File: src/rtl/sseg_pattern_scanner_if.sv
// Pin-side bundle of the seven-segment scanner: display controls in,
// anode/cathode drive and animation frame status out.
interface sseg_pattern_scanner_if #(
  parameter int NUM_DIGITS = 4
);
  logic                            enable;
  logic [1:0]                      mode;
  logic [NUM_DIGITS-1:0]           anode;
  logic [7:0]                      cathodes;
  logic                            frame_tick;
  logic [$clog2(2*NUM_DIGITS)-1:0] frame_idx;

  modport master (
    output enable, mode,
    input  anode, cathodes, frame_tick, frame_idx
  );

  modport slave (
    input  enable, mode,
    output anode, cathodes, frame_tick, frame_idx
  );
endinterface

File: src/rtl/sseg_pattern_scanner.sv
// N-digit multiplexed seven-segment driver with clock-enable scan/frame
// dividers and a four-mode animation engine (heartbeat, chase, blink, blank).
module sseg_pattern_scanner #(
  parameter int NUM_DIGITS       = 4,
  parameter int CLK_HZ           = 100_000_000,
  parameter int SCAN_HZ          = 1000,
  parameter int FRAME_HZ         = 72,
  parameter int ANODE_ACTIVE_LOW = 1
) (
  input  logic                   clk,
  input  logic                   rst_n,
  sseg_pattern_scanner_if.slave  bus
);
  localparam int SCAN_DIV  = CLK_HZ / (SCAN_HZ * NUM_DIGITS);
  localparam int FRAME_DIV = CLK_HZ / FRAME_HZ;
  localparam int H         = NUM_DIGITS / 2;
  localparam int DW        = $clog2(NUM_DIGITS);
  localparam int FW        = $clog2(2 * NUM_DIGITS);
  localparam int SW        = $clog2(SCAN_DIV);
  localparam int RW        = $clog2(FRAME_DIV);

  localparam logic [7:0] BLANK = 8'hFF;
  localparam logic [7:0] BAR_L = 8'hCF;
  localparam logic [7:0] BAR_R = 8'hF9;
  localparam logic [7:0] DASH  = 8'hBF;
  localparam logic [7:0] ALL   = 8'h00;

  localparam logic [NUM_DIGITS-1:0] ANODE_OFF =
    (ANODE_ACTIVE_LOW != 0) ? {NUM_DIGITS{1'b1}} : {NUM_DIGITS{1'b0}};

  typedef enum logic [1:0] {
    MODE_HEART = 2'd0,
    MODE_CHASE = 2'd1,
    MODE_BLINK = 2'd2,
    MODE_BLANK = 2'd3
  } mode_t;

  function automatic logic [FW-1:0] frame_last(input mode_t m);
    case (m)
      MODE_HEART: frame_last = FW'(2 * H - 1);
      MODE_CHASE: frame_last = FW'(NUM_DIGITS - 1);
      MODE_BLINK: frame_last = FW'(1);
      default:    frame_last = '0;
    endcase
  endfunction

  function automatic logic [7:0] glyph(input logic [DW-1:0] digit,
                                       input mode_t m,
                                       input logic [FW-1:0] f);
    int i;
    int fi;
    int r;
    glyph = BLANK;
    i  = int'(digit);
    fi = int'(f);
    case (m)
      MODE_HEART: begin
        // Ring radius grows for the first H frames, then shrinks back.
        r = (fi < H) ? fi : 2 * H - 1 - fi;
        if (i < H) begin
          if (H - 1 - i == r) glyph = BAR_R;
        end else if (i - H == r) begin
          glyph = BAR_L;
        end
      end
      MODE_CHASE: if (i == fi % NUM_DIGITS) glyph = DASH;
      MODE_BLINK: if (fi == 0) glyph = ALL;
      default:    glyph = BLANK;
    endcase
  endfunction

  logic [SW-1:0]         scan_cnt, scan_cnt_nxt;
  logic [RW-1:0]         frame_cnt, frame_cnt_nxt;
  logic [DW-1:0]         digit, digit_nxt;
  mode_t                 mode_r, mode_nxt;
  logic [FW-1:0]         fidx, fidx_nxt;
  logic                  live, live_nxt;
  logic                  scan_tick, frame_wrap;
  logic [NUM_DIGITS-1:0] sel;
  logic [NUM_DIGITS-1:0] anode_p1, anode_nxt;
  logic [7:0]            cathodes_p1, cathodes_nxt;
  logic                  frame_tick_p1;

  always_comb begin
    scan_tick     = (scan_cnt == SW'(SCAN_DIV - 1));
    frame_wrap    = (frame_cnt == RW'(FRAME_DIV - 1));
    scan_cnt_nxt  = scan_tick  ? '0 : scan_cnt + SW'(1);
    frame_cnt_nxt = frame_wrap ? '0 : frame_cnt + RW'(1);

    digit_nxt = digit;
    if (scan_tick)
      digit_nxt = (digit == DW'(NUM_DIGITS - 1)) ? '0 : digit + DW'(1);

    // A new mode takes effect only on a frame boundary and restarts its animation.
    mode_nxt = mode_r;
    fidx_nxt = fidx;
    if (frame_wrap) begin
      if (mode_t'(bus.mode) != mode_r) begin
        mode_nxt = mode_t'(bus.mode);
        fidx_nxt = '0;
      end else begin
        fidx_nxt = (fidx == frame_last(mode_r)) ? '0 : fidx + FW'(1);
      end
    end

    // Output is live only once a scan tick has passed with enable high.
    live_nxt = bus.enable & (live | scan_tick);

    sel       = NUM_DIGITS'(1) << digit;
    anode_nxt = ANODE_OFF;
    if (bus.enable && live && !scan_tick)
      anode_nxt = (ANODE_ACTIVE_LOW != 0) ? ~sel : sel;

    cathodes_nxt = live_nxt ? glyph(digit_nxt, mode_nxt, fidx_nxt) : BLANK;
  end

  // Stage boundary: all state and registered pin drive.
  always_ff @(posedge clk or negedge rst_n) begin
    if (!rst_n) begin
      scan_cnt      <= '0;
      frame_cnt     <= '0;
      digit         <= '0;
      mode_r        <= MODE_HEART;
      fidx          <= '0;
      live          <= 1'b0;
      anode_p1      <= ANODE_OFF;
      cathodes_p1   <= BLANK;
      frame_tick_p1 <= 1'b0;
    end else begin
      scan_cnt      <= scan_cnt_nxt;
      frame_cnt     <= frame_cnt_nxt;
      digit         <= digit_nxt;
      mode_r        <= mode_nxt;
      fidx          <= fidx_nxt;
      live          <= live_nxt;
      anode_p1      <= anode_nxt;
      cathodes_p1   <= cathodes_nxt;
      frame_tick_p1 <= frame_wrap;
    end
  end

  assign bus.anode      = anode_p1;
  assign bus.cathodes   = cathodes_p1;
  assign bus.frame_tick = frame_tick_p1;
  assign bus.frame_idx  = fidx;
endmodule

File: src/flat_wrapper.sv
// flat-port wrapper written by rule: the top's interface ports become plain ports
module sseg_pattern_scanner_flat 
#(
  parameter int NUM_DIGITS       = 4,
  parameter int CLK_HZ           = 100_000_000,
  parameter int SCAN_HZ          = 1000,
  parameter int FRAME_HZ         = 72,
  parameter int ANODE_ACTIVE_LOW = 1
)
  (clk, rst_n, bus_enable, bus_mode, bus_anode, bus_cathodes, bus_frame_tick, bus_frame_idx);
  sseg_pattern_scanner_if #(.NUM_DIGITS(NUM_DIGITS)) bus_i ();
  input  logic clk;
  input  logic rst_n;
  input wire logic [$bits(bus_i.enable)-1:0] bus_enable;
  input wire logic [$bits(bus_i.mode)-1:0] bus_mode;
  output wire logic [$bits(bus_i.anode)-1:0] bus_anode;
  output wire logic [$bits(bus_i.cathodes)-1:0] bus_cathodes;
  output wire logic [$bits(bus_i.frame_tick)-1:0] bus_frame_tick;
  output wire logic [$bits(bus_i.frame_idx)-1:0] bus_frame_idx;
  assign bus_i.enable = bus_enable;
  assign bus_i.mode = bus_mode;
  assign bus_anode = bus_i.anode;
  assign bus_cathodes = bus_i.cathodes;
  assign bus_frame_tick = bus_i.frame_tick;
  assign bus_frame_idx = bus_i.frame_idx;
  sseg_pattern_scanner #(.NUM_DIGITS(NUM_DIGITS), .CLK_HZ(CLK_HZ), .SCAN_HZ(SCAN_HZ), .FRAME_HZ(FRAME_HZ), .ANODE_ACTIVE_LOW(ANODE_ACTIVE_LOW)) u_core (.clk(clk), .rst_n(rst_n), .bus(bus_i));
endmodule
File: config.mk
export PLATFORM = sky130hd
export DESIGN_NAME = sseg_pattern_scanner_flat
export DESIGN_NICKNAME = d
export VERILOG_FILES = /design/src/rtl/sseg_pattern_scanner_if.sv /design/src/rtl/sseg_pattern_scanner.sv /design/src/flat_wrapper.sv
export SDC_FILE = /design/constraint.sdc
export NUM_CORES = 1
export LEC_CHECK = 0
export CAP_MARGIN = 10
export CORE_MARGIN = 2
export CORE_UTILIZATION = 55
export CTS_BUF_LIST = sky130_fd_sc_hd__clkbuf_16
export DETAILED_ROUTE_END_ITERATION = 8
export GPL_TIMING_DRIVEN = 0
export PLACE_DENSITY_LB_ADDON = 0.15
export SKIP_LAST_GASP = 1
export SYNTH_ARGS = -nofsm -noshare
export SYNTH_HDL_FRONTEND = slang
export SYNTH_SLANG_ARGS = --single-unit
File: constraint.sdc
create_clock -name clk -period 3 [get_ports clk]
set_input_delay 0.6 -clock clk [delete_from_list [all_inputs] [get_ports clk]]
set_output_delay 0.6 -clock clk [all_outputs]
set_load 0.01 [all_outputs]
# ---- Word level (Yosys, flattened, before mapping)
# Cells that the tools add are included.
dict set report totals {
  input_bits 5
  reg_bits 57
  word_cells 62
  output_inout_bits 16
}
dict set report classes {
  shifts 1
  n_addsub 7
  eq_ne 12
  bitwise 3
  reduce_logical 7
  n_mux 21
  n_lt_le_gt_ge 2
}
# cell count
set ops {}
lappend ops {{== test 32 bit} 2}
lappend ops {{two-way mux 32 bit} 1}
lappend ops {{two-way mux 8 bit} 3}
lappend ops {{case mux 8 bit (3 select lines)} 1}
lappend ops {{adder 21 x 1 -> 21 bit, second input constant} 1}
lappend ops {{== test 21 bit, second input constant} 1}
lappend ops {{two-way mux 21 bit} 1}
lappend ops {{two-way mux 3 bit} 6}
lappend ops {{adder 15 x 1 -> 15 bit, second input constant} 1}
lappend ops {{== test 15 bit, second input constant} 1}
lappend ops {{two-way mux 15 bit} 1}
lappend ops {{two-way mux 2 bit} 4}
lappend ops {{two-way mux 7 bit} 1}
lappend ops {{== test 2 bit, second input constant} 3}
lappend ops {{two-way mux 6 bit} 1}
lappend ops {{== test 2 x 1 -> 1 bit, second input constant} 2}
lappend ops {{logical NOT 2 bit} 2}
lappend ops {{two-way mux 4 bit} 1}
lappend ops {{NOT 4 bit} 1}
lappend ops {{case mux 2 bit (2 select lines)} 1}
lappend ops {{left shift 1 x 2 -> 4 bit, first input constant} 1}
lappend ops {{subtractor 2 x 3 -> 4 bit, first input constant} 1}
lappend ops {{adder 3 x 1 -> 3 bit, second input constant} 1}
lappend ops {{== test 3 bit} 1}
lappend ops {{13 further kinds} 14}

# ---- Depth between registers and ports, before layout
dict set report depth {
  ltp_word 16
  depth_mapped 9
  depth_no_buf 9
}

# ---- Worst setup path after synthesis
# No wires, ideal clock.
dict set report synth_timing {
  path_type {register -> register}
  startpoint {reg u_core.frame_cnt[0]}
  endpoint {reg u_core.cathodes_p1[2] (netlist: u_core.bus.cathodes[2])}
  synth_period_minus_slack_ps 2419
  setup_ps 79
  path_stages_with_launch 9
  path_slack_ps 581
  arrival_ps 2341
  required_time_ps 2921
  path_buffers 0
  cell_sequence {dfrtp_1 -> ha_1 -> nand2b_4 -> or4b_4 -> nor2_8 -> mux2i_1 -> xnor2_1 -> or4_1 -> o211a_1}
}
dict set report synth_between {
  elab_chain_cells 9
  word_cells_on_any_way 16
  cone_classes {add/sub: 1; order compare: 1; eq/ne: 4; mux: 8; reduce/logical: 2}
}
# element line
set synth_lines {}
lappend synth_lines {{start: declaration} sseg_pattern_scanner.sv:73} ;# logic [RW-1:0] frame_cnt, frame_cnt_nxt;
lappend synth_lines {{start signal: assignment} sseg_pattern_scanner.sv:131} ;# frame_cnt <= frame_cnt_nxt;
lappend synth_lines {{== test 21 bit *} sseg_pattern_scanner.sv:86} ;# frame_wrap = (frame_cnt == RW'(FRAME_DIV - 1));
lappend synth_lines {{two-way mux 3 bit} sseg_pattern_scanner.sv:97} ;# if (frame_wrap) begin
lappend synth_lines {{subtractor 2 x 3 -> 4 bit / less-than comparator 3 x 2 -> 1 bit (equally long branches)} sseg_pattern_scanner.sv:59} ;# r = (fi < H) ? fi : 2 * H - 1 - fi;
lappend synth_lines {{two-way mux 32 bit} sseg_pattern_scanner.sv:59}
lappend synth_lines {{== test 32 bit} sseg_pattern_scanner.sv:61} ;# if (H - 1 - i == r) glyph = BAR_R;
lappend synth_lines {{two-way mux 3 bit} sseg_pattern_scanner.sv:61}
lappend synth_lines {{two-way mux 8 bit} sseg_pattern_scanner.sv:60} ;# if (i < H) begin
lappend synth_lines {{case mux 8 bit (3 select lines) *} sseg_pattern_scanner.sv:56} ;# case (m)
lappend synth_lines {{two-way mux 8 bit *} sseg_pattern_scanner.sv:114} ;# cathodes_nxt = live_nxt ? glyph(digit_nxt, mode_nxt, fidx_nxt) : BLANK;
lappend synth_lines {{end signal: assignment} sseg_pattern_scanner.sv:137} ;# cathodes_p1 <= cathodes_nxt;
lappend synth_lines {{end: declaration} sseg_pattern_scanner.sv:81} ;# logic [7:0] cathodes_p1, cathodes_nxt;
# Every way passes the cells marked *; elsewhere a longest branch is shown, timed or not.

# ---- Worst setup path in the final report
# Same ends and word-level chain as after synthesis.

==> qor.yml <==
drt_wl_total_mm: 4.84
drv_cap: 0
drt_iter0_drc: 84
setup_ws_ns: 0.319
synthXorXnorAreaFrac: 0.121
fin_worst_skew_ns: 0.00447
synth_area_leaders: "dfrtp_1 42%, dfstp_2 7.9%, xor2_1 6.2%"
cts_tree: "done"
rsz0062_at_grt: "no"
synth-compound-area-share: 0.0520
drc_errors: 0
max_freq_mhz: 373
power_density_nw_per_um2: 419
synth_edf_count: 0
final_layout_size_suffix_gt1_frac: 0.110
hold_viol: 0
min_path_type: "in -> async"
ant_nets: 0
reg2reg_from: "u_core.frame_cnt[0]$_DFF_PN0_"
synth-main-ff-cell: "dfrtp_1"
start_kind: "flip-flop"
syn_area_per_cell_sq_um: 10.5
cts-buffers-inserted: 5
crit_fanout: 8
maxSlewHeadroom: 0.615
fp.dieArea_sq_um: 5430
coreArea_sq_um: 4690
gp_congestion: 0.932
yosysUniqueCellTypes: 44
yosys.area_share.adder: 0.0328
finalCritPeriodShare: 0.894
insertion_delay_ns: 0.29
pre_cts_slack_ns: 0.313
critical_path_class: "reg -> reg"
grt_pass1_vias: 1823
critPathLaunch: "u_core.frame_cnt[0]$_DFF_PN0_"
fill_cells: 377
ys_top_cells_by_count: "45 x dfrtp_1, 26 x nor2_1, 21 x nand2_1"
drv_slew: 0
clock_sinks: 53
die_x_microns: 73.7
io_pins: 21
placed_area_sq_um: 2950
synthToLayoutAreaGrowth_pct: 16.0
die-height_microns: 73.7
num_vias: 1874
antenna_found_initial: 0
synth_cells: 254
setup_viol: 0
clk_pin_slew_ns: 0.07
post_cts.repair.setup_buffers: 0
start_util: 0.569
netlist_area_sq_um: 2670
synth_largest_area_cell: "dfrtp_1"
root_buffer: "clkbuf_16"
synthArstFlopShare: 1.00
whs_ns: 0.238
drtPass1Iterations: 4
end_kind: "flip-flop"
diodes: 0
grt_pass1_wl_mm: 8.17
rows: 25
regArea_sq_um: 1340
crit_required_ns: 3.22
cp.arrival_ns: 2.90
synth_top_family_by_area: "simple AND/OR/NAND/NOR gates"
yosysSeqAreaShare: 0.501
synth.ff_latch_count: 53
status: "finished, final reports clean"
yosysMostFrequentCell: "dfrtp_1"
synth.top_cell.area_share: 0.422
yosysWarnings: 0
worst_slew_pin_slew_ns: 0.572
multi_input_area_sq_um: 1230
peakVddDrop_mv: 0.247
cts_max_path_buffers: 2
viasPerCell: 5.56
finalInstanceArea_sq_um: 3100
muxShareOfSynthArea: 0.0197
ctsResizeCount: 0
yosys.area_share.simple: 0.236
grt_usage: 0.195
grt_max_degree: 37
cts-htree-levels: 2
r2r_slack_ns: 0.32
io_buffers: 20
nNetsFinal: 294
dpl.hpwl_mm: 3.40
routedWlPerCell_microns: 14.4
cts_hold_buf: 0
grt-ovfl-total: 0
leakage_nw: 1.40
fin_crit_ns: 2.68
synth_fp_nets: 266
[stage by stage]
stage                     instances   util  total power, mW  TNS, ns
after floorplan                 254      -            0.732        0
after global placement          328  0.626            0.753    -6.47
after detailed placement        329  0.629            0.756        0
after CTS                       337  0.660             1.30        0
after global routing            337  0.660             1.34        0
final                           337  0.660             1.30        0
[power breakdown]
group          internal, mW  switching (mW)  leakage (nW)  total [mW]
Combinational       0.00860          0.0183         0.658      0.0269
Sequential            0.715               0         0.674       0.715
Clock                 0.306           0.249        0.0672       0.555
[sequential cells by signal (all words and copies together) (netlist names)]
signal	cells
u_core.bus.cathodes	4
u_core.digit	2
u_core.bus.frame_tick	1
u_core.scan_cnt	15
u_core.live	1
u_core.mode_r	2
u_core.bus.frame_idx	3
u_core.bus.anode	4
u_core.frame_cnt	21
[worst paths after layout]
path                                                      to  depth (start not counted)
setup / recovery            u_core.bus.cathodes[2]$_DFF_PN1_                          8
hold / removal                  u_core.scan_cnt[5]$_DFF_PN0_                          1
setup reg to reg            u_core.bus.cathodes[2]$_DFF_PN1_                          8
hold reg to reg                u_core.frame_cnt[0]$_DFF_PN0_                          1
max in group asynchronous  u_core.bus.frame_idx[0]$_DFF_PN0_                          2
min in group clk               u_core.frame_cnt[0]$_DFF_PN0_                          1
[worst max-delay path, cell delays in order, from the launching register on]
cell and delay [ns]:
dfrtp_1 0.38, ha_1 0.28, nand2b_4 0.08, or4b_4 0.57
nor2_8 0.17, mux2i_1 0.36, xnor2_1 0.16, or4_1 0.48
o211a_1 0.14
[per-layer routing]
layer | part of all wire | vias up | track usage | routed length (microns)
met1 | 0.45 | 893 | 0.259 | 2190
li1 | - | 934 | - | -
met3 | 0.043 | 5 | 0.0412 | 210
met5 | 0 | - | 0 | 0
met2 | 0.49 | 42 | 0.320 | 2380
met4 | 0.012 | 0 | 0.0606 | 60
[cells by family (layout without fill, tap and decap cells)]
logic type | count (synthesis) | in the layout
buffers and inverters | 20 | 49
AND/OR/NAND/NOR | 112 | 112
flip-flops | 53 | 53
AO/OA/AOI/OAI | 20 | 20
multiplexers | 5 | 5
XOR/XNOR | 37 | 37
adder cells (fa/ha/maj) | 7 | 7
[cell type report]
cell class                      count  area share
Tap cell                           54      0.0218
Sequential cell                    53       0.432
Clock buffer                        5      0.0404
Multi-Input combinational cell    181       0.399
Inverter                           11      0.0133
Clock inverter                      3     0.00606
Buffer                              9      0.0186
Timing Repair Buffer               21      0.0695
[cell usage in the layout (no fill, tap or decap), types with 2 or more instances in the layout]
master and n:
dfrtp_1 45, nor2_1 26, nand2_1 21, xor2_1 19
clkdlybuf4s50_1 19, xnor2_1 18, nand3_1 16, inv_1 12
and3_1 8, dfstp_2 8, ha_1 7, buf_4 6
nor3_1 6, nor4bb_1 5, nand4_1 5, clkbuf_16 5
nor2b_1 4, nor4_1 4, nand3b_1 3, o21ai_0 3
a21oi_1 3, and4_1 3, mux2i_1 3, o31ai_1 3
a41o_1 2, a31oi_1 2, buf_2 2, and2_1 2
o21ai_1 2, mux2_2 2, clkinvlp_4 2
Note: power is estimated with default switching activity, not from simulation.
